===== src/rtl/uart_tx_sched.sv =====
// Round-robin arbiter feeding one 8N1 UART transmitter shared by N_REQ byte streams.
// Optional channel tag frames (0xF0 | idx) are enabled by UART_TX_SCHED_CHANNEL_TAG_EN.
module uart_tx_sched #(
    parameter int N_REQ        = 4,
    parameter int CLKS_PER_BIT = 16,
    localparam int IDXW        = (N_REQ > 1) ? $clog2(N_REQ) : 1
) (
    input  logic                 clk_i,
    input  logic                 rst_ni,
    input  logic [N_REQ-1:0]     req_valid_i,
    input  logic [8*N_REQ-1:0]   req_data_i,
    output logic [N_REQ-1:0]     req_ready_o,
    output logic                 tx_o,
    output logic                 busy_o,
    output logic [IDXW-1:0]      grant_idx_o
);

    localparam int CW = (CLKS_PER_BIT > 1) ? $clog2(CLKS_PER_BIT) : 1;
    localparam logic [CW-1:0] CNT_MAX = CW'(CLKS_PER_BIT - 1);

`ifdef UART_TX_SCHED_CHANNEL_TAG_EN
    typedef enum logic [2:0] {
        IDLE  = 3'd0,
        START = 3'd1,
        DATA  = 3'd2,
        STOP  = 3'd3,
        TAG   = 3'd4
    } state_e;
`else
    typedef enum logic [1:0] {
        IDLE  = 2'd0,
        START = 2'd1,
        DATA  = 2'd2,
        STOP  = 2'd3
    } state_e;
`endif

    state_e            state_r;
    logic [CW-1:0]     cnt_r;
    logic [2:0]        bit_r;
    logic [7:0]        data_r;
    logic [IDXW-1:0]   last_r;
    logic              win_found_s;
    logic [IDXW-1:0]   win_idx_s;
    logic [7:0]        win_data_s;
    logic              bit_end_s;

`ifdef UART_TX_SCHED_CHANNEL_TAG_EN
    logic [3:0]        tag_pos_r;
    logic              sent_r;
    logic [7:0]        tag_byte_s;

    assign tag_byte_s = {4'hF, 4'(grant_idx_o)};
`endif

    assign bit_end_s = (cnt_r == CNT_MAX);

    // Round-robin winner: lowest valid index above last, else lowest valid index overall.
    always_comb begin
        win_found_s = 1'b0;
        win_idx_s   = '0;
        win_data_s  = 8'h00;
        for (int j = 0; j < N_REQ; j++) begin
            if (!win_found_s && req_valid_i[j] && (j > int'(last_r))) begin
                win_found_s = 1'b1;
                win_idx_s   = IDXW'(j);
                win_data_s  = req_data_i[8*j +: 8];
            end
        end
        for (int j = 0; j < N_REQ; j++) begin
            if (!win_found_s && req_valid_i[j]) begin
                win_found_s = 1'b1;
                win_idx_s   = IDXW'(j);
                win_data_s  = req_data_i[8*j +: 8];
            end
        end
    end

    // Accept strobe: zero-latency one-hot grant while idle.
    always_comb begin
        if (state_r == IDLE && win_found_s) begin
            req_ready_o = N_REQ'(1'b1) << win_idx_s;
        end else begin
            req_ready_o = '0;
        end
    end

    // Frame sequencer with registered line, busy and grant outputs.
    always_ff @(posedge clk_i or negedge rst_ni) begin
        if (!rst_ni) begin
            state_r     <= IDLE;
            cnt_r       <= '0;
            bit_r       <= 3'd0;
            data_r      <= 8'h00;
            last_r      <= IDXW'(N_REQ - 1);
            tx_o        <= 1'b1;
            busy_o      <= 1'b0;
            grant_idx_o <= '0;
`ifdef UART_TX_SCHED_CHANNEL_TAG_EN
            tag_pos_r   <= 4'd0;
            sent_r      <= 1'b0;
`endif
        end else begin
            case (state_r)
                IDLE: begin
                    if (win_found_s) begin
                        data_r      <= win_data_s;
                        last_r      <= win_idx_s;
                        grant_idx_o <= win_idx_s;
                        busy_o      <= 1'b1;
                        tx_o        <= 1'b0;
                        cnt_r       <= '0;
                        bit_r       <= 3'd0;
`ifdef UART_TX_SCHED_CHANNEL_TAG_EN
                        sent_r      <= 1'b1;
                        tag_pos_r   <= 4'd0;
                        // A channel switch (or the first grant) is announced by a tag frame.
                        if (!sent_r || (win_idx_s != grant_idx_o)) begin
                            state_r <= TAG;
                        end else begin
                            state_r <= START;
                        end
`else
                        state_r     <= START;
`endif
                    end else begin
                        tx_o   <= 1'b1;
                        busy_o <= 1'b0;
                    end
                end
`ifdef UART_TX_SCHED_CHANNEL_TAG_EN
                TAG: begin
                    if (bit_end_s) begin
                        cnt_r <= '0;
                        if (tag_pos_r == 4'd9) begin
                            state_r <= START;
                            tx_o    <= 1'b0;
                        end else begin
                            tag_pos_r <= tag_pos_r + 4'd1;
                            tx_o      <= (tag_pos_r == 4'd8) ? 1'b1 : tag_byte_s[tag_pos_r[2:0]];
                        end
                    end else begin
                        cnt_r <= cnt_r + CW'(1);
                    end
                end
`endif
                START: begin
                    if (bit_end_s) begin
                        cnt_r   <= '0;
                        bit_r   <= 3'd0;
                        state_r <= DATA;
                        tx_o    <= data_r[0];
                    end else begin
                        cnt_r <= cnt_r + CW'(1);
                    end
                end
                DATA: begin
                    if (bit_end_s) begin
                        cnt_r <= '0;
                        if (bit_r == 3'd7) begin
                            state_r <= STOP;
                            tx_o    <= 1'b1;
                        end else begin
                            bit_r <= bit_r + 3'd1;
                            tx_o  <= data_r[bit_r + 3'd1];
                        end
                    end else begin
                        cnt_r <= cnt_r + CW'(1);
                    end
                end
                STOP: begin
                    if (bit_end_s) begin
                        cnt_r   <= '0;
                        state_r <= IDLE;
                        busy_o  <= 1'b0;
                        tx_o    <= 1'b1;
                    end else begin
                        cnt_r <= cnt_r + CW'(1);
                    end
                end
                default: begin
                    state_r <= IDLE;
                    cnt_r   <= '0;
                    tx_o    <= 1'b1;
                    busy_o  <= 1'b0;
                end
            endcase
        end
    end

endmodule


===== config.mk =====
export PLATFORM = sky130hd
export DESIGN_NAME = uart_tx_sched
export DESIGN_NICKNAME = d
export VERILOG_FILES = /design/src/rtl/uart_tx_sched.sv
export SDC_FILE = /design/constraint.sdc
export NUM_CORES = 1
export LEC_CHECK = 0
export ABC_AREA = 0
export CAP_MARGIN = 40
export CELL_PAD_IN_SITES_DETAIL_PLACEMENT = 2
export CELL_PAD_IN_SITES_GLOBAL_PLACEMENT = 2
export CORE_UTILIZATION = 30
export CTS_BUF_LIST = sky130_fd_sc_hd__clkbuf_2
export DETAILED_ROUTE_END_ITERATION = 7
export PLACE_DENSITY_LB_ADDON = 0.1
export RECOVER_POWER = 100
export SYNTH_ARGS = -nofsm -noshare
export SYNTH_HDL_FRONTEND = slang
export SYNTH_SLANG_ARGS = --single-unit

===== constraint.sdc =====
create_clock -name clk_i -period 2.9 [get_ports clk_i]
set_clock_uncertainty 0.2 [all_clocks]
set_input_delay 0.58 -clock clk_i [delete_from_list [all_inputs] [get_ports clk_i]]
set_output_delay 0.58 -clock clk_i [all_outputs]
set_load 0.05 [all_outputs]

==> summary.log <==
[finish] Final nets 307
[power] switching power summed over all nets 1.08 mW
[setup_path] reg-to-reg endpoint data_r[6]$_DFFE_PN0P_
[drt] iteration count of the initial detailed-routing pass 4
[global_routing] maximum number of pins on one net before global-route repair 24
[power] maximum VDD drop 0.354 mV
[finish] filler cell count 644
[power] Leak 1.05 nW
[clock_tree] Worst-path clk slew 0.22 ns
[worst_hold_path] min-delay src bit_r[1]$_DFFE_PN0P_
[finish] area occupied by multi-input gates 0.00120 sq mm
[setup_path] chain of cells forming the critical path clkdlybuf4s50_1, buf_4, o21bai_4, and3_1, and2_1, buf_4
[power] Reg power frac 0.275
[clock_tree] number of CTS-inserted buffers 3
[global_routing] aggregate global routing overflow 0
[global_routing] antenna violations before repair 0
[setup_path] register-to-register path setup slack 0.44 ns
[floorplan] vertical die dimension 79.7 microns
[drt] residual antenna-violating net count after detailed routing 0
[job] max-capacitance violation count 0
[floorplan] initial standard-cell utilization of the core 0.319
[clock_tree] clock tree from TritonCTS built
[yosys] fraction of the mapped netlist area in adder cells 0.0483
[finish] register area 583 sq um
[sta] endpoints failing setup 0
[setup_path] reg-to-reg critical path startpoint state_r[1]$_DFFE_PN0P_
[worst_hold_path] worst hold path stage count 1
[drt] Initial DRC Count 46
[setup_path] Critical path buffers and inverters 3
[drt] total met2 wirelength after detailed routing 3120 microns
[clock_tree] CTS Buffer Depth 2
[drt] via density per instance 5.67
[yosys] Unique masters post-synth 47
[yosys] compound-cell area share of the yosys netlist 0.317
[global_routing] vias in the first global route 2,066
[yosys] top cell type's share of synthesized area 0.276
[finish] final non-filler cell total 333
[clock_tree] number of levels the H-tree was split into 1
[drt] highest routed layer met4
[floorplan] placeable core area 0.00568 sq mm
[placed_design] Inst Count DP 326
[setup_path] worst-path cell with the longest stage delay sky130_fd_sc_hd__clkdlybuf4s50_1
[yosys] share of synthesized registers carrying an async set or reset 1.00
[sta] setup repair after global routing missed its margin false
[setup_path] Worst Reg-to-Reg Cells 8
[yosys] instance count of the mapped netlist 204
[yosys] number of flops mapped to enable cells by yosys 0
[yosys] total nets after synthesis 249
[clock_tree] count of clock tree sinks 23
[setup_path] kind of launch point of the worst setup path input port
[sta] fraction of the cycle the final worst path needs 0.977
[power] share of total power in the clock network 0.061
[setup_path] crit-path most repeated cell sky130_fd_sc_hd__buf_4
[global_routing] global-route wire length before repair 10,400 microns
[yosys] largest family of logic cells by synthesized area compound AO/OA/AOI/OAI gates
[power] internal power summed over all cells 1.19 mW
[power] switching share of power 0.477
[power] PD cells 896 mW/mm^2
[floorplan] total I/O pin count 46
[placed_design] final weighted congestion in routability-driven placement 0.801
[drt] WL met3 128 microns
[placed_design] Placement Cell Area 0.00245 sq mm
[clock_tree] buffer cell driving the clock tree root sky130_fd_sc_hd__clkbuf_2
[yosys] sequential area share after synthesis 0.320
[drt] Remaining DRCs 0
[floorplan] Total Die Area 0.00635 sq mm
[yosys] Post-Syn Area 0.00181 sq mm
[drt] met1 layer wirelength in the final routing 3040 microns
[yosys] multiplexer fraction of the synthesized cell area 0.0366
[sta] slew of the pin with the lowest slew margin 1.26 ns
[drt] drt total wl 6340 microns
[setup_path] dominant delay contributor by cell family on the critical path buffers and inverters
[yosys] Syn Area/Cell 8.88 sq um
[yosys] cell with the most instances after synthesis sky130_fd_sc_hd__nand2_1
[sta] total count of hold-check failures in the final report 0
[placed_design] IO buf count 45
[yosys] biggest area consumer among synthesized cells sky130_fd_sc_hd__dfrtp_1
[floorplan] horizontal die dimension 79.7 microns
[drt] Via Count 1,888
[yosys] dominant cells by area after synthesis sky130_fd_sc_hd__dfrtp_1 28%, sky130_fd_sc_hd__a2111oi_2 5.8%, sky130_fd_sc_hd__ha_1 4.8%
[finish] share of post-route cells with drive strength above 1 0.184
[setup_path] slowest cell delay on critical path 0.51 ns
[setup_path] Crit path required time 2.12 ns
[placed_design] placed wire-length estimate after detailed placement 5090 microns
[power] combinational power share 0.664
[yosys] XOR/XNOR share of the synthesized area 0.00483
[worst_hold_path] terminating pin of the worst hold path bit_r[1]$_DFFE_PN0P_
[setup_path] worst-path fanout max 8
[yosys] Seq cells post-synth 23
[finish] post-route cell area 0.00253 sq mm
[yosys] Warnings, synthesis 0
[clock_tree] clock latency of the later-clocked register in the worst-skew pair 0.34 ns
[run_status] status completed
[setup_path] Crit path arrival time 2.05 ns
[sta] Min Clock Period, post-route 2.83 ns
[setup_path] Worst Setup Path Type in2out
[global_routing] total global routing track utilization 0.215
[finish] P&R area growth vs syn 39.6%
[finish] number of inserted diodes 0
[sta] total count of max-transition violations in the final report 0
[worst_hold_path] type of the worst min-delay path reg2reg
[power] Power Total 2.26 mW
[yosys] top flip-flop cell by instance count after synthesis sky130_fd_sc_hd__dfrtp_1
[yosys] simple-gate area share of the yosys netlist 0.227
[yosys] commonest cells in the netlist 22 x sky130_fd_sc_hd__nand2_1, 20 x sky130_fd_sc_hd__dfrtp_1, 17 x sky130_fd_sc_hd__nor2_1
[sta] worst slew margin relative to its limit 0.157
[setup_path] Worst setup EP type primary output
[drt] post-DR wirelength/cell 19.0 microns
[floorplan] Cell Rows 27
[sta] maximum clock frequency 353 MHz
[cells in the final DEF, fill, tap and decap left out, types with 3 or more instances in the layout]
cell / synthesis / final
sky130_fd_sc_hd__nor2b_1: 4 / 3
sky130_fd_sc_hd__a221oi_1: 7 / 7
sky130_fd_sc_hd__o22ai_1: 8 / 8
sky130_fd_sc_hd__and2_1: 4 / 3
sky130_fd_sc_hd__nor3_1: 4 / 3
sky130_fd_sc_hd__buf_4: 1 / 17
sky130_fd_sc_hd__a2111oi_2: 7 / 7
sky130_fd_sc_hd__clkbuf_1: 7 / 4
sky130_fd_sc_hd__buf_12: 0 / 3
sky130_fd_sc_hd__clkdlybuf4s50_1: 0 / 33
sky130_fd_sc_hd__ha_1: 7 / 7
sky130_fd_sc_hd__nand2_1: 22 / 21
sky130_fd_sc_hd__and3_1: 10 / 10
sky130_fd_sc_hd__o221ai_1: 7 / 7
sky130_fd_sc_hd__nand2b_1: 3 / 3
sky130_fd_sc_hd__nand3_1: 12 / 12
sky130_fd_sc_hd__nor2_1: 17 / 14
sky130_fd_sc_hd__dlymetal6s2s_1: 0 / 3
sky130_fd_sc_hd__clkbuf_2: 0 / 4
sky130_fd_sc_hd__dlygate4sd3_1: 0 / 5
sky130_fd_sc_hd__o21ai_0: 6 / 7
sky130_fd_sc_hd__dfrtp_1: 20 / 20
sky130_fd_sc_hd__inv_1: 5 / 5
sky130_fd_sc_hd__a21oi_1: 14 / 14
[power by group through the flow]
stage / clock [mW] / combinational (mW) / sequential, mW
after detailed placement: 0 / 1.45 / 0.660
after global placement: 0 / 1.41 / 0.645
after CTS: 0.147 / 1.46 / 0.652
after global routing: 0.159 / 1.64 / 0.650
final: 0.138 / 1.50 / 0.623
after floorplan: 0 / 0.933 / 0.670
[cell type report]
cell class | count | area share
well taps | 72 | 0.0356
clock buffers | 4 | 0.00792
repair buffers | 65 | 0.245
multi-input cells | 164 | 0.473
flip-flops and latches | 23 | 0.231
inverters | 5 | 0.00742
[per-stage QoR]
step	setup TNS (ns)	worst slack, ns	hold slack, ns	util
after floorplan	0	0.121	0.0844	-
after global placement	-0.000163	-0.000163	0.273	0.431
after detailed placement	-0.148	-0.0704	0.284	0.431
after CTS	-0.0311	-0.0270	0.331	0.437
after global routing	0	0.0111	0.350	0.446
final	0	0.0673	0.320	0.446
[state kept, by name, summed over array words and instances, names as in the netlist]
name,cells
cnt_r,4
busy_o,1
last_r,2
data_r,8
tx_o,1
bit_r,3
state_r,2
grant_idx_o,2
[cell families (layout without fill, tap and decap cells)]
logic type / count (synthesis) / count (layout)
simple gates: 83 / 83
compound gates: 69 / 69
flops: 23 / 23
buf+inv: 17 / 74
fa+ha+maj: 7 / 7
mux: 4 / 4
xor+xnor: 1 / 1
[how the worst max path moves through the flow]
stage / start / endpoint / slack, ns / depth (start not counted)
floorplan: state_r[0]$_DFFE_PN0P_ / req_ready_o[3] / 0.12 / 7
global placement: req_valid_i[1] / req_ready_o[1] / -0.0002 / 6
detailed placement: req_valid_i[1] / req_ready_o[3] / -0.07 / 8
CTS: req_valid_i[1] / req_ready_o[1] / -0.03 / 6
global route: req_valid_i[2] / req_ready_o[0] / 0.01 / 6
finish: req_valid_i[2] / req_ready_o[0] / 0.07 / 6
[routing by layer]
| metal | track usage | vias up |
|---|---|---|
| li1 | - | 905 |
| met1 | 0.294 | 938 |
| met2 | 0.371 | 41 |
| met3 | 0.00686 | 4 |
| met4 | 0.0545 | 0 |
| met5 | 0 | - |
[timing repair]
action                     CTS  global route
pin swaps                    0             1
hold buffers                 0             0
setup buffers                0             3
gates resized for setup      2            11
setup endpoints to repair    3             3
Power figures use the tool's default switching activity.
